===== src/rtl/window_addr_gen.sv =====
// window_addr_gen: KxK window address sweep over a scratchpad image.
// Optional window counter output enabled by defining WINDOW_AG_COUNT_EN.
module window_addr_gen #(
  parameter int ADDR_WIDTH  = 8,
  parameter int KERNEL_SIZE = 3,
  parameter int ADDR_LENGTH = KERNEL_SIZE * KERNEL_SIZE
) (
  input  logic                  i_clk,
  input  logic                  i_nrst,
  input  logic                  i_reg_clear,
  input  logic                  i_start,
  input  logic [ADDR_WIDTH-1:0] i_base_addr,
  input  logic [ADDR_WIDTH-1:0] i_i_size,
  input  logic [ADDR_WIDTH-1:0] i_o_size,
  input  logic [1:0]            i_stride,
  input  logic                  i_ready,
  output logic [0:ADDR_LENGTH-1][ADDR_WIDTH-1:0] o_addr,
  output logic                  o_valid,
  output logic                  o_busy,
  output logic                  o_done
`ifdef WINDOW_AG_COUNT_EN
  ,
  output logic [15:0]           o_win_count
`endif
);

  localparam int AW = ADDR_WIDTH;
  localparam int K  = KERNEL_SIZE;

  typedef enum logic [1:0] {
    IDLE,
    GEN,
    DONE
  } state_t;

  state_t state, state_nx;

  logic [AW-1:0] isz;
  logic [AW-1:0] osz;
  logic [AW-1:0] step_c;
  logic [AW-1:0] step_r;
  logic [AW-1:0] row_base;
  logic [AW-1:0] col_base;
  logic [AW-1:0] r;
  logic [AW-1:0] c;
  logic [AW-1:0] osz_m1;
  logic [1:0]    s_in;
  logic [AW-1:0] step_r_in;
  logic [AW-1:0] koff [K];
  logic          start_ok;
  logic          consume;
  logic          last_c;
  logic          last_r;

  assign start_ok = (state == IDLE) & i_start;
  assign consume  = (state == GEN) & i_ready;
  assign osz_m1   = osz - AW'(1);
  assign last_c   = (c == osz_m1);
  assign last_r   = (r == osz_m1);

  // Stride 0 acts as 1; row step is stride*i_size built from shifts/adds.
  always_comb begin
    s_in      = (i_stride == 2'd0) ? 2'd1 : i_stride;
    step_r_in = i_i_size;
    unique case (1'b1)
      (s_in == 2'd3): step_r_in = i_i_size + (i_i_size << 1);
      (s_in == 2'd2): step_r_in = i_i_size << 1;
      default:        step_r_in = i_i_size;
    endcase
  end

  // State register.
  always_ff @(posedge i_clk or negedge i_nrst) begin
    if (!i_nrst) state <= IDLE;
    else         state <= state_nx;
  end

  // Next state and status outputs; clear forces IDLE over everything.
  always_comb begin
    state_nx = state;
    o_valid  = 1'b0;
    o_busy   = 1'b0;
    o_done   = 1'b0;
    unique case (state)
      IDLE: begin
        if (i_start)
          state_nx = (i_o_size == '0) ? DONE : GEN;
      end
      GEN: begin
        o_valid = 1'b1;
        o_busy  = 1'b1;
        if (i_ready && last_c && last_r)
          state_nx = DONE;
      end
      DONE: begin
        o_busy   = 1'b1;
        o_done   = 1'b1;
        state_nx = IDLE;
      end
      default: state_nx = IDLE;
    endcase
    if (i_reg_clear) state_nx = IDLE;
  end

  // Latched config, window counters and incremental row/column bases.
  always_ff @(posedge i_clk or negedge i_nrst) begin
    if (!i_nrst) begin
      isz      <= '0;
      osz      <= '0;
      step_c   <= '0;
      step_r   <= '0;
      row_base <= '0;
      col_base <= '0;
      r        <= '0;
      c        <= '0;
    end else if (i_reg_clear) begin
      isz      <= '0;
      osz      <= '0;
      step_c   <= '0;
      step_r   <= '0;
      row_base <= '0;
      col_base <= '0;
      r        <= '0;
      c        <= '0;
    end else if (start_ok) begin
      isz      <= i_i_size;
      osz      <= i_o_size;
      step_c   <= AW'(s_in);
      step_r   <= step_r_in;
      row_base <= i_base_addr;
      col_base <= '0;
      r        <= '0;
      c        <= '0;
    end else if (consume) begin
      if (last_c) begin
        c        <= '0;
        col_base <= '0;
        if (!last_r) begin
          r        <= r + AW'(1);
          row_base <= row_base + step_r;
        end
      end else begin
        c        <= c + AW'(1);
        col_base <= col_base + step_c;
      end
    end
  end

  // Kernel row offsets kr*i_size as an adder chain.
  always_comb begin
    koff[0] = '0;
    for (int kr = 1; kr < K; kr++)
      koff[kr] = koff[kr-1] + isz;
  end

  // Window addresses, driven only while a window is presented.
  always_comb begin
    o_addr = '0;
    if (state == GEN) begin
      for (int kr = 0; kr < K; kr++)
        for (int kc = 0; kc < K; kc++)
          o_addr[kr*K+kc] = row_base + koff[kr] + col_base + AW'(kc);
    end
  end

`ifdef WINDOW_AG_COUNT_EN
  // Consumed-window count for the current sweep.
  always_ff @(posedge i_clk or negedge i_nrst) begin
    if (!i_nrst)          o_win_count <= '0;
    else if (i_reg_clear) o_win_count <= '0;
    else if (start_ok)    o_win_count <= '0;
    else if (consume)     o_win_count <= o_win_count + 16'd1;
  end
`endif

endmodule


===== config.mk =====
export PLATFORM = sky130hd
export DESIGN_NAME = window_addr_gen
export DESIGN_NICKNAME = d
export VERILOG_FILES = /design/src/rtl/window_addr_gen.sv
export SDC_FILE = /design/constraint.sdc
export NUM_CORES = 1
export LEC_CHECK = 0
export CAP_MARGIN = 20
export CORE_UTILIZATION = 40
export CTS_CLUSTER_DIAMETER = 30
export DETAILED_ROUTE_END_ITERATION = 6
export GPL_ROUTABILITY_DRIVEN = 0
export PLACE_DENSITY_LB_ADDON = 0.15
export SYNTH_ARGS = -nofsm -noshare
export SYNTH_HDL_FRONTEND = slang
export SYNTH_SLANG_ARGS = --single-unit

===== constraint.sdc =====
create_clock -name i_clk -period 11.6 [get_ports i_clk]
set_input_delay 3.48 -clock i_clk [delete_from_list [all_inputs] [get_ports i_clk]]
set_output_delay 3.48 -clock i_clk [all_outputs]
set_load 0.01 [all_outputs]

==> flow_summary.ini <==
[setup_path]
ff2ff_setup_slack_ps = 8390
reg2reg_to = r[6]
rr_worst_depth = 7
path_max_fanout = 6
crit_chain = inv_1, fa_1, inv_1, ha_1, fa_1, a21o_1, a21oi_1, xnor2_1, nand2_1, or3_1, a21boi_0, clkdlybuf4s50_1
setup.worst_path.start_class = flop
arrival_ps = 4060
slowest_delay_ps = 560
required_ps = 8120
end_kind = output port
critPathSlowestCell = clkdlybuf4s50_1
path_class = reg -> out
worstReg2RegStart = state[1]

[timing]
fmax_mhz = 133
hold_viol = 0
skew_ps = 5.70
period_share_pct = 65.0
period_needed_ps = 7540
rsz0062_at_grt = false
finalSetupTns_ps = 0
maxSlewHeadroom_pct = 31.2
finalSetupViolations = 0
worst_slew_pin_slew_ps = 1030
maxSlewViolCount = 0

[cells_and_area]
syn_to_final_growth_pct = 22.9
nets = 898
drive_gt1_share_pct = 4.47
multi_input_area_sq_um = 4330
antennaDiodeCount = 0
layout_commonest_cell = clkdlybuf4s50_1
regArea_sq_um = 1500
final_cell_mix = clkdlybuf4s50_1 (104), nand2_1 (66), a21oi_1 (60), dfrtp_1 (60), and2_1 (58)
fillers = 1407

[pwr]
totalPowerFinal_mw = 0.959
leakage_nw = 3.28
intPower_mw = 0.589
powerDensity_nw_per_um2 = 128
clkPwrFrac_pct = 25.2
seq_power_share_pct = 27.0
ir_drop_uv = 68.5
p_sw_share_pct = 38.6
p_sw_mw = 0.370
combPwrFrac_pct = 47.8

[synthesis]
yosysSeqAreaShare_pct = 24.6
async_flop_share_pct = 100
synthTopCellsByArea = dfrtp_1 (25%), ha_1 (9.4%), xnor2_1 (6.3%)
ys_seq_elements = 60
synth_edf_count = 0
yosysTopAreaCell = dfrtp_1
synth_cell_types = 68
yosys.area.top_type_share_pct = 24.6
yosysWarnings = 0
synth_area_per_cell_sq_um = 8.48
dominantRegCellSynth = dfrtp_1
synth_nets = 817
netlist_instances = 721
syn_area_sq_um = 6110

[global_routing]
grt_pass1_wl_um = 25300
grt_max_degree = 75
gr-total-overflow = 0
grt_antenna_before_repair = 0
grt_pass1_vias = 5085
grt_use_total_pct = 19.8

[floorplanning]
die_h_um = 126
dieArea_sq_um = 15800
die_x_um = 126
core_area_sq_um = 14700
fp-row-count = 44
start_util_pct = 41.6
io_pins = 106

[outcome]
violations = DRC
outcome = complete, but fails checks

[hold_path]
min-delay-start = step_r[5]
hold_class = reg -> reg
holdPathStages = 2
min_to = step_r[5]

[detailed_routing]
initialDrtViolationCount = 264
drc = 13
wl_per_cell_um = 15.3
drt-vias-per-instance = 5.44
wl_um = 15100
firstDrtPassIters = 7
postRouteAntennaNets = 0
route.vias.total = 5387

[place]
dpl.hpwl_um = 11800
io_buffers = 105

[cts]
hold_buffers = 0
clk_path_buf_depth = 2
cts.clk_slew.worst_paths_ps = 50
insertion_delay_ps = 330
cts_tree = done
cts_resized = 0
cts_made_buffers = 9
htree_num_levels = 3
postCtsSetupRepairBufs = 0
ctsRootBufferMaster = clkbuf_16
clock-sinks = 60

[run]
cap_violations = 0
## critical path: cells and delay by family (launching register included)
kind	cells	cell delay (ps)
fa+ha+maj	3	1130
buf+inv	3	750
simple gates	2	540
compound gates	3	530
flops	1	500
xor+xnor	1	270
## state kept, by name, indices dropped and copies added, names as in the netlist
| register | cells |
|---|---|
| c | 8 |
| col_base | 8 |
| isz | 8 |
| osz | 8 |
| r | 8 |
| row_base | 8 |
| state | 2 |
| step_c | 2 |
| step_r | 8 |
## logic make-up (layout without fill, tap and decap cells)
kind of cell	count (synthesis)	count (layout)	synth area share, %
mux	12	12	2.01
flops	60	60	24.6
simple gates	281	281	24.2
compound gates	161	161	18.2
buf+inv	67	152	4.69
xor+xnor	75	75	10.7
fa+ha+maj	65	65	15.6
## how the worst max path moves through the flow
stage          depth (start not counted)         from         end  slack (ps)
2_1_floorplan                         11  row_base[1]  o_addr[30]        5080
3_3_place_gp                          12  row_base[1]  o_addr[30]        4490
3_5_place_dp                          12  row_base[1]  o_addr[30]        4430
4_1_cts                               12  row_base[1]  o_addr[30]        4050
5_1_grt                               12  row_base[1]  o_addr[38]        3830
6_report                              12  row_base[1]  o_addr[38]        4060
## cell usage after synthesis, types with 11 or more instances
cell and instances:
ha_1 46, nor2b_1 12, nor2_1 51, a21oi_1 60
xor2_1 31, inv_1 28, clkbuf_1 28, nand2b_1 11
nand2_1 66, and2_1 58, nand3_1 19, fa_1 19
xnor2_1 44, o21ai_0 21, dfrtp_1 60
## routing by layer
metal,wire [um],GRT usage [%],share of wire [%],up-vias
met5,0,0,0,-
met4,139,4.30,0.92,0
met3,753,3.40,5.0,12
met2,6880,33.2,46,143
met1,7330,26.8,49,2531
li1,-,-,-,2701
## power by group through the flow
stage	Combinational, mW	Sequential [mW]	Clock (mW)
finish	0.458	0.259	0.242
global route	0.507	0.263	0.257
CTS	0.460	0.260	0.246
detailed placement	0.458	0.263	0
global placement	0.449	0.262	0
floorplan	0.317	0.248	0
## per-stage QoR
step / cells / area (sq um) / setup WS (ps) / hold slack, ps / utilization (%)
final: 990 / 7510 / 4060 / 529 / 51.1
after global routing: 990 / 7510 / 3830 / 577 / 51.1
after CTS: 990 / 7510 / 4050 / 533 / 51.1
after detailed placement: 975 / 7240 / 4430 / 522 / 49.3
after global placement: 975 / 7240 / 4490 / 518 / 49.3
after floorplan: 721 / 6110 / 5080 / 486 / -
## area by class of cell
cell class / instances / share of cell area [%]
clock inverter: 2 / 0.133
timing repair buffer: 109 / 14.3
sequential: 60 / 20.0
multi-input combinational: 594 / 57.6
inverter: 28 / 1.40
tap: 184 / 3.06
clock buffer: 13 / 3.46
(Power assumes the default switching activity.)
